==> src/rtl/gci_std_display_timing_out.sv <==
// gci_std_display_timing_out
//
// Display timing generator and pixel output stage (display clock domain).
// Raster counters h/v drive the read stage (oRD_ENA / oRD_SYNC). The decoded
// timing (active, hsync, vsync) is delayed one stage (S1) so it lines up with
// the pixel the read stage returns one clock after the request. Then it is
// registered onto the panel outputs. Total latency from counter position to
// oDISP_* is 2 clocks.
//
// Ports:
//   iDISP_CLOCK       pixel clock
//   inRESET           asynchronous active-low reset
//   iDISP_ENA         scan enable (low = stopped, blanked, read stage in resync)
//   oRD_ENA           pixel request to the read stage
//   oRD_SYNC          resync request (high while stopped, 1-clock pulse at frame end)
//   iRD_VALID         returned pixel valid (1 clock after oRD_ENA)
//   iRD_DATA_R/G/B    returned pixel data
//   oDISP_HSYNC/VSYNC registered syncs, polarity from P_H_SYNC_POL / P_V_SYNC_POL
//   oDISP_DE          registered data enable
//   oDISP_R/G/B       registered pixel data (black outside active or on underflow)
//   oUNDERFLOW        sticky: an active pixel arrived without iRD_VALID
//
// Optional feature, macro GCI_STD_DISP_TEST_PATTERN_EN:
//   adds input iPATTERN_SEL. When it is high, RGB comes from an internal 8-bar
//   colour generator and underflow detection is suppressed.

module gci_std_display_timing_out #(
  parameter int P_H_AREA     = 640,
  parameter int P_H_FRONT    = 16,
  parameter int P_H_SYNC     = 96,
  parameter int P_H_BACK     = 48,
  parameter int P_V_AREA     = 480,
  parameter int P_V_FRONT    = 10,
  parameter int P_V_SYNC     = 2,
  parameter int P_V_BACK     = 33,
  parameter bit P_H_SYNC_POL = 1'b0,
  parameter bit P_V_SYNC_POL = 1'b0,
  parameter int P_CNT_N      = 10
) (
  input  logic       iDISP_CLOCK,
  input  logic       inRESET,
  input  logic       iDISP_ENA,
  output logic       oRD_ENA,
  output logic       oRD_SYNC,
  input  logic       iRD_VALID,
  input  logic [7:0] iRD_DATA_R,
  input  logic [7:0] iRD_DATA_G,
  input  logic [7:0] iRD_DATA_B,
`ifdef GCI_STD_DISP_TEST_PATTERN_EN
  input  logic       iPATTERN_SEL,
`endif
  output logic       oDISP_HSYNC,
  output logic       oDISP_VSYNC,
  output logic       oDISP_DE,
  output logic [7:0] oDISP_R,
  output logic [7:0] oDISP_G,
  output logic [7:0] oDISP_B,
  output logic       oUNDERFLOW
);

  localparam int H_TOTAL = P_H_AREA + P_H_FRONT + P_H_SYNC + P_H_BACK;
  localparam int V_TOTAL = P_V_AREA + P_V_FRONT + P_V_SYNC + P_V_BACK;

  typedef logic [P_CNT_N-1:0] cnt_t;

  localparam cnt_t H_LAST   = cnt_t'(H_TOTAL - 1);
  localparam cnt_t V_LAST   = cnt_t'(V_TOTAL - 1);
  localparam cnt_t H_AREA_C = cnt_t'(P_H_AREA);
  localparam cnt_t V_AREA_C = cnt_t'(P_V_AREA);
  localparam cnt_t HS_BEG   = cnt_t'(P_H_AREA + P_H_FRONT);
  localparam cnt_t HS_END   = cnt_t'(P_H_AREA + P_H_FRONT + P_H_SYNC);
  localparam cnt_t VS_BEG   = cnt_t'(P_V_AREA + P_V_FRONT);
  localparam cnt_t VS_END   = cnt_t'(P_V_AREA + P_V_FRONT + P_V_SYNC);

  // Timing decode carried down the alignment pipeline
  typedef struct packed {
    logic active;
    logic hs;
    logic vs;
  } tim_t;

  typedef struct packed {
    logic [7:0] r;
    logic [7:0] g;
    logic [7:0] b;
  } rgb_t;

  logic b_run;
  cnt_t h, v;
  tim_t s0, s1;
  rgb_t rd_pix, pix_next;
  logic uf_evt;

  // ---------------------------------------------------------------------------
  // Run flag and raster counters
  // ---------------------------------------------------------------------------
  always_ff @(posedge iDISP_CLOCK or negedge inRESET) begin
    if (!inRESET) begin
      b_run <= 1'b0;
      h     <= '0;
      v     <= '0;
    end else begin
      b_run <= iDISP_ENA;
      if (!b_run) begin
        h <= '0;
        v <= '0;
      end else if (h == H_LAST) begin
        h <= '0;
        v <= (v == V_LAST) ? '0 : v + 1'b1;
      end else begin
        h <= h + 1'b1;
      end
    end
  end

  // ---------------------------------------------------------------------------
  // S0 decode. Gated by b_run because the stopped counters sit at 0,0, which
  // would otherwise decode as an active pixel.
  // ---------------------------------------------------------------------------
  always_comb begin
    s0.active = b_run && (h < H_AREA_C) && (v < V_AREA_C);
    s0.hs     = b_run && (h >= HS_BEG) && (h < HS_END);
    s0.vs     = b_run && (v >= VS_BEG) && (v < VS_END);
  end

  assign oRD_ENA  = s0.active;
  assign oRD_SYNC = !b_run || ((h == H_LAST) && (v == V_LAST));

  // ---------------------------------------------------------------------------
  // S1: one stage of delay so timing matches the returned pixel
  // ---------------------------------------------------------------------------
`ifdef GCI_STD_DISP_TEST_PATTERN_EN
  cnt_t s1_h;
`endif

  always_ff @(posedge iDISP_CLOCK or negedge inRESET) begin
    if (!inRESET) begin
      s1   <= '0;
`ifdef GCI_STD_DISP_TEST_PATTERN_EN
      s1_h <= '0;
`endif
    end else begin
      s1   <= s0;
`ifdef GCI_STD_DISP_TEST_PATTERN_EN
      s1_h <= h;
`endif
    end
  end

  // ---------------------------------------------------------------------------
  // Pixel select and underflow detect
  // ---------------------------------------------------------------------------
  assign rd_pix = '{r: iRD_DATA_R, g: iRD_DATA_G, b: iRD_DATA_B};

`ifdef GCI_STD_DISP_TEST_PATTERN_EN
  localparam cnt_t BAR_W = cnt_t'(P_H_AREA / 8);

  logic [2:0] bar;
  rgb_t       bar_pix;

  // Bar index past the visible area is garbage but never shown (active = 0).
  always_comb begin
    bar = 3'(s1_h / BAR_W);
    case (bar)
      3'd0:    bar_pix = 24'hFFFFFF;
      3'd1:    bar_pix = 24'hFFFF00;
      3'd2:    bar_pix = 24'h00FFFF;
      3'd3:    bar_pix = 24'h00FF00;
      3'd4:    bar_pix = 24'hFF00FF;
      3'd5:    bar_pix = 24'hFF0000;
      3'd6:    bar_pix = 24'h0000FF;
      default: bar_pix = 24'h000000;
    endcase
  end
`endif

  always_comb begin
    pix_next = (s1.active && iRD_VALID) ? rd_pix : '0;
    uf_evt   = s1.active && !iRD_VALID;
`ifdef GCI_STD_DISP_TEST_PATTERN_EN
    if (iPATTERN_SEL) begin
      pix_next = s1.active ? bar_pix : '0;
      uf_evt   = 1'b0;
    end
`endif
  end

  // ---------------------------------------------------------------------------
  // Output registers. Loading blank while stopped means a mid-frame disable
  // is fully blanked two clocks after iDISP_ENA falls, and clears the sticky
  // underflow at the same time.
  // ---------------------------------------------------------------------------
  always_ff @(posedge iDISP_CLOCK or negedge inRESET) begin
    if (!inRESET) begin
      oDISP_DE    <= 1'b0;
      oDISP_HSYNC <= ~P_H_SYNC_POL;
      oDISP_VSYNC <= ~P_V_SYNC_POL;
      oDISP_R     <= '0;
      oDISP_G     <= '0;
      oDISP_B     <= '0;
      oUNDERFLOW  <= 1'b0;
    end else if (!b_run) begin
      oDISP_DE    <= 1'b0;
      oDISP_HSYNC <= ~P_H_SYNC_POL;
      oDISP_VSYNC <= ~P_V_SYNC_POL;
      oDISP_R     <= '0;
      oDISP_G     <= '0;
      oDISP_B     <= '0;
      oUNDERFLOW  <= 1'b0;
    end else begin
      oDISP_DE    <= s1.active;
      oDISP_HSYNC <= s1.hs ? P_H_SYNC_POL : ~P_H_SYNC_POL;
      oDISP_VSYNC <= s1.vs ? P_V_SYNC_POL : ~P_V_SYNC_POL;
      oDISP_R     <= pix_next.r;
      oDISP_G     <= pix_next.g;
      oDISP_B     <= pix_next.b;
      oUNDERFLOW  <= oUNDERFLOW | uf_evt;
    end
  end

endmodule

==> config.mk <==
export PLATFORM = sky130hd
export DESIGN_NAME = gci_std_display_timing_out
export DESIGN_NICKNAME = d
export VERILOG_FILES = /design/src/rtl/gci_std_display_timing_out.sv
export SDC_FILE = /design/constraint.sdc
export NUM_CORES = 1
export LEC_CHECK = 0
export BUFFER_PORTS_ARGS = -buffer_cell sky130_fd_sc_hd__buf_2
export CAP_MARGIN = 10
export CORE_AREA = 2 2 73 75
export CTS_BUF_LIST = sky130_fd_sc_hd__clkbuf_16
export CTS_CLUSTER_DIAMETER = 120
export DETAILED_ROUTE_END_ITERATION = 7
export DIE_AREA = 0 0 75 77
export GPL_TIMING_DRIVEN = 0
export HOLD_SLACK_MARGIN = 0.1
export PLACE_DENSITY = 0.72
export SLEW_MARGIN = 15
export SYNTH_ARGS = -nofsm -noshare
export SYNTH_HDL_FRONTEND = slang
export SYNTH_SLANG_ARGS = --single-unit
==> constraint.sdc <==
create_clock -name iDISP_CLOCK -period 2.15 [get_ports iDISP_CLOCK]
set_clock_uncertainty 0.15 [all_clocks]
set_input_delay 0.645 -clock iDISP_CLOCK [delete_from_list [all_inputs] [get_ports iDISP_CLOCK]]
set_output_delay 0.645 -clock iDISP_CLOCK [all_outputs]
set_load 0.03 [all_outputs]
# Yosys cells after proc, flatten, opt, wreduce, memory -nomap -nowiden
# Cells that the tools add are included.
# word_totals
ff_bits	52
latch_bits	0
mem_bits_rw	0
mem_bits_ro	0
in_bits	28
out_inout_bits	30
wordCells	52
n_memories	0
# op_classes
add_sub_neg	2
multipliers	0
div_mod_pow	0
order_cmp	6
n_eq_ne	3
shifts	0
mux	15
bitwise	1
n_reduce_logical	12
# ops
operator	n
two-way mux 10 bit	5
two-way mux 24 bit	1
two-way mux 8 bit	3
adder 10 x 1 -> 10 bit (second input constant)	2
equality test 10 bit (second input constant)	2
less-than comparator 10 bit (second input constant)	2
less-than comparator 10 x 9 -> 1 bit (second input constant)	2
>= comparator 10 bit (second input constant)	1
>= comparator 10 x 9 -> 1 bit (second input constant)	1
logical AND 1 bit	9
two-way mux 1 bit	6
zero test 1 bit	2
!= test 2 x 1 -> 1 bit (second input constant)	1
logical OR 1 bit	1
OR 1 bit	1

# Longest topological paths before layout
# depth
word_depth	4
ltp_mapped	6
depth_no_buf	6

# Least setup slack after synthesis
# No wires, ideal clock.
# synth_timing
kind	flip-flop to output port
from	register h[0]
to	output oRD_SYNC
t_arrival_ps	1677
required_time_ps	1355
setup_slack_ps	-322
path_stages_with_launch	5
path_buffers	0
cell_sequence	dfrtp_1 > ha_1 > nand3_2 > or4_1 > o21ai_2
# synth_via
elab_chain_len	3
# synth_lines
item	line	source
from (decl)	89	cnt_t h, v;
from (signal assigned)	111	h <= h + 1'b1;
equality test 10 bit	127	assign oRD_SYNC = !b_run || ((h == H_LAST) && (v == V_LAST));
logical AND 1 bit	127	
logical OR 1 bit	127	
to (decl)	44	output logic oRD_SYNC,
# No other way between the ends.

# Worst setup path in the final report
# layout_timing
from	register h[9]
to	output oRD_SYNC
# The elaborated chain is that of the path after synthesis.

==> run_results.csv <==
group,metric,value,unit
run_status,run_status,"complete, but fails checks",
run_status,violations,"setup timing",
hold_path,hold_depth,1,
final_layout,area_growth,31.7,%
power,pwr_density_cell,719,mW/mm^2
sta,fmaxAchievable,0.395,GHz
clock_tree,clock_sinks,52,
detailed_routing,drt_iter0_drc,101,
floorplan,die_area,0.00578,sq mm
final_layout,stdcell_count,334,
final_layout,nFillCells,432,
final_layout,num_antenna_cells,0,
place,place.gp.congestion,0.804,
critical_path,crit_fanout,4,
hold_path,hp-class,"flip-flop to flip-flop",
flow_run,cap_violations,0,
sta,timing.final.ws_setup,-0.382,ns
final_layout,layout-drive-gt1-share,33.7,%
hold_path,min_to,"oDISP_VSYNC$_DFF_PN1_",
hold_path,worstHoldStart,"s1[0]$_DFF_PN0_",
critical_path,crit_path_cell_trace,"nand4b_4 > or4_4 > o21ai_4 > buf_6",
detailed_routing,vias_per_cell,5.00,
logic_synthesis,syn-instance-count,191,
power,ir_worst_vdd,0.000362,V
critical_path,reg2reg_depth,5,
power,power_leakage,1.39,nW
critical_path,required,1.35,ns
sta,finalWorstPathRequiredPeriod,2.53,ns
floorplan,rows,26,
clock_tree,clock_latency,0.29,ns
clock_tree,clkTransAtPathRegs,0.06,ns
logic_synthesis,seq_area_frac_synth,60.5,%
critical_path,arrival,1.74,ns
sta,hold_viol_final,0,
global_route,grt_max_degree,53,
critical_path,rrSetupSlack,0.21,ns
sta,drv_slew,0,
critical_path,reg2reg_from,"h[0]$_DFF_PN0_",
logic_synthesis,ys_seq_elements,52,
logic_synthesis,synth.area.top_cells,"dfrtp_1 58%, and2_1 7.5%, dfstp_2 2.4%",
detailed_routing,drt_first_pass_iters,4,
detailed_routing,ant_nets,0,
logic_synthesis,synthArstFlopShare,100,%
global_route,grt_pass1_vias,1596,
floorplan,die_h,77,um
detailed_routing,maxUsedRoutingLayer,"met4",
global_route,antenna_found_initial,0,
sta,setup_viol_count_final,1,
floorplan,io_pins,58,
global_route,grt_util_all_layers,16.2,%
clock_tree,holdBufCountCts,0,
floorplan,die_x,75,um
detailed_routing,routed_wl,4.39,mm
critical_path,cp-start-kind,"flip-flop",
critical_path,crit_path_max_incr_delay,0.53,ns
critical_path,crit_path_top_delay_cell,"or4_4",
logic_synthesis,yosysWarnings,0,
logic_synthesis,yosysTopAreaCellShare,58.0,%
sta,rsz0062_at_grt,"yes",
logic_synthesis,synth_edf_count,0,
critical_path,criticalPathCategory,"flip-flop to output port",
place,placed_cells,318,
global_route,grt_pass1_wl,7.25,mm
sta,tightestPinTransition,0.644,ns
sta,holdWs,0.216,ns
logic_synthesis,synth_fp_nets,223,
logic_synthesis,avgSynthCellArea,11.3,sq um
place,port_buffers,57,
clock_tree,h-tree-depth,2,
final_layout,final-seq-area,0.00131,sq mm
floorplan,design.core.area,0.00498,sq mm
detailed_routing,vias,1671,
clock_tree,cts_made_buffers,5,
detailed_routing,drc_errors,0,
sta,slew_headroom,57.0,%
final_layout,multiInputGateArea,842,sq um
clock_tree,clock_tree.buffer_depth,2,
global_route,grt.overflow.total,0,
logic_synthesis,post-synth-top-area-cell,"dfrtp_1",
detailed_routing,met1_length,1.83,mm
critical_path,cp-end-kind,"output port",
critical_path,reg2reg_to,"v[5]$_DFFE_PN0P_",
place,dp_hpwl,3.03,mm
detailed_routing,wl_met3,272,um
critical_path,path_delay_family,"simple AND/OR/NAND/NOR gates",
clock_tree,clock-root-buffer,"clkbuf_16",
clock_tree,cts_tree,"built",
logic_synthesis,netlist_area,0.00216,sq mm
place,pre_cts_ws,-0.419,ns
detailed_routing,wl_met2,2.26,mm
floorplan,start_util,43.3,%
detailed_routing,wl_per_cell,13.2,um
logic_synthesis,synthFlopType,"dfrtp_1",
sta,period_share,118,%
final_layout,final_nets,295,
logic_synthesis,ys_types,33,
critical_path,cp.buffers_inverters,1,
## cells by family after synthesis
kind of cell | share of synthesized area [%]
simple gates | 23.7
fa+ha+maj | 2.32
flops | 60.5
buf+inv | 3.13
xor+xnor | 3.66
compound gates | 6.67
## worst reg2reg max path, stage by stage, from the launching register on
cell	delay, ns
dfrtp_1	0.40
ha_4	0.18
nand3_4	0.09
o41a_1	0.51
or3_1	0.39
a21oi_1	0.14
## worst max path at each step
| stage | startpoint | end | slack (ns) | cells after the start |
|---|---|---|---|---|
| finish | h[9]$_DFF_PN0_ | oRD_SYNC | -0.38 | 4 |
| global route | v[0]$_DFFE_PN0P_ | oRD_SYNC | -0.48 | 6 |
| CTS | h[1]$_DFF_PN0_ | oRD_SYNC | -0.42 | 5 |
| detailed placement | v[1]$_DFFE_PN0P_ | oRD_SYNC | -0.42 | 6 |
| global placement | v[0]$_DFFE_PN0P_ | oRD_SYNC | -0.41 | 6 |
| floorplan | h[0]$_DFF_PN0_ | oRD_SYNC | -0.09 | 4 |
## sequential cells by signal, indices dropped and copies added (netlist names)
| register | cells |
|---|---|
| h | 10 |
| v | 10 |
| oDISP_B | 8 |
| oDISP_G | 8 |
| oDISP_R | 8 |
| s1 | 3 |
| b_run | 1 |
| oDISP_DE | 1 |
| oDISP_HSYNC | 1 |
| oDISP_VSYNC | 1 |
| oUNDERFLOW | 1 |
## stage by stage
step | TNS (ns) | utilization, % | area (sq um) | total power (W)
CTS | -0.419 | 56.2 | 2800 | 0.00206
global route | -0.477 | 57.1 | 2840 | 0.00212
detailed placement | -0.419 | 51.1 | 2540 | 0.00116
global placement | -0.408 | 51.1 | 2540 | 0.00116
floorplan | -0.0875 | - | 2170 | 0.00109
finish | -0.382 | 57.1 | 2840 | 0.00204
## metal layers
| layer | GRT usage (%) | vias to the layer above |
|---|---|---|
| met1 | 21.2 | 821 |
| li1 | - | 794 |
| met3 | 4.86 | 4 |
| met5 | 0 | - |
| met4 | 3.21 | 0 |
| met2 | 26.3 | 52 |
## what timing repair did
item                       4_1_cts  5_1_grt
setup endpoints to repair        2        2
setup buffers                    6        3
pin swaps                        3        2
resized for setup               12        4
## layout by cell type, fill, tap and decap left out, types with 2 or more instances in the layout
cell / synthesis / layout
a21oi_1: 7 / 7
a41oi_1: 2 / 2
and2_1: 26 / 26
and3_1: 3 / 3
and4_1: 2 / 2
buf_2: 0 / 54
buf_4: 1 / 10
buf_6: 0 / 3
clkbuf_1: 4 / 3
clkbuf_16: 0 / 5
dfrtp_1: 50 / 47
dfrtp_2: 0 / 3
dfstp_2: 2 / 2
ha_1: 4 / 3
inv_1: 12 / 12
nand2_1: 10 / 10
nand3_1: 6 / 6
nand4_1: 5 / 5
nor2_1: 14 / 13
nor3_1: 5 / 5
nor4b_1: 2 / 2
o2111ai_1: 2 / 2
o21ai_0: 9 / 8
or3_1: 5 / 5
xnor2_1: 6 / 6
xor2_1: 3 / 3
## synth_stat cells, drive strengths merged (2+ instances only)
cell	n
nand4	5
a41oi	2
inv	12
dfstp	2
o21ai	10
nor3	5
o2111ai	2
ha	4
clkbuf	4
nand4b	2
dfrtp	50
and2	26
and3	3
xor2	3
and4	2
nor2	14
a21oi	7
xnor2	6
nor4b	2
nand3	7
or3	5
nand2	10
## power breakdown
group | switching (W) | internal [W] | leakage [nW]
Sequential | 0.0000127 | 0.000998 | 0.700
Combinational | 0.0000921 | 0.0000564 | 0.612
Clock | 0.000335 | 0.000547 | 0.0814
## layout make-up
class                   count  area share [%]
multi-input cells         122            29.6
repair buffers             66            13.0
flip-flops and latches     52            46.0
clock buffers               5            4.41
clock inverters             3            1.50
plain buffers               4           0.793
well taps                  70            3.08
inverters                  12            1.59
Note: power is estimated with default switching activity, not from simulation.
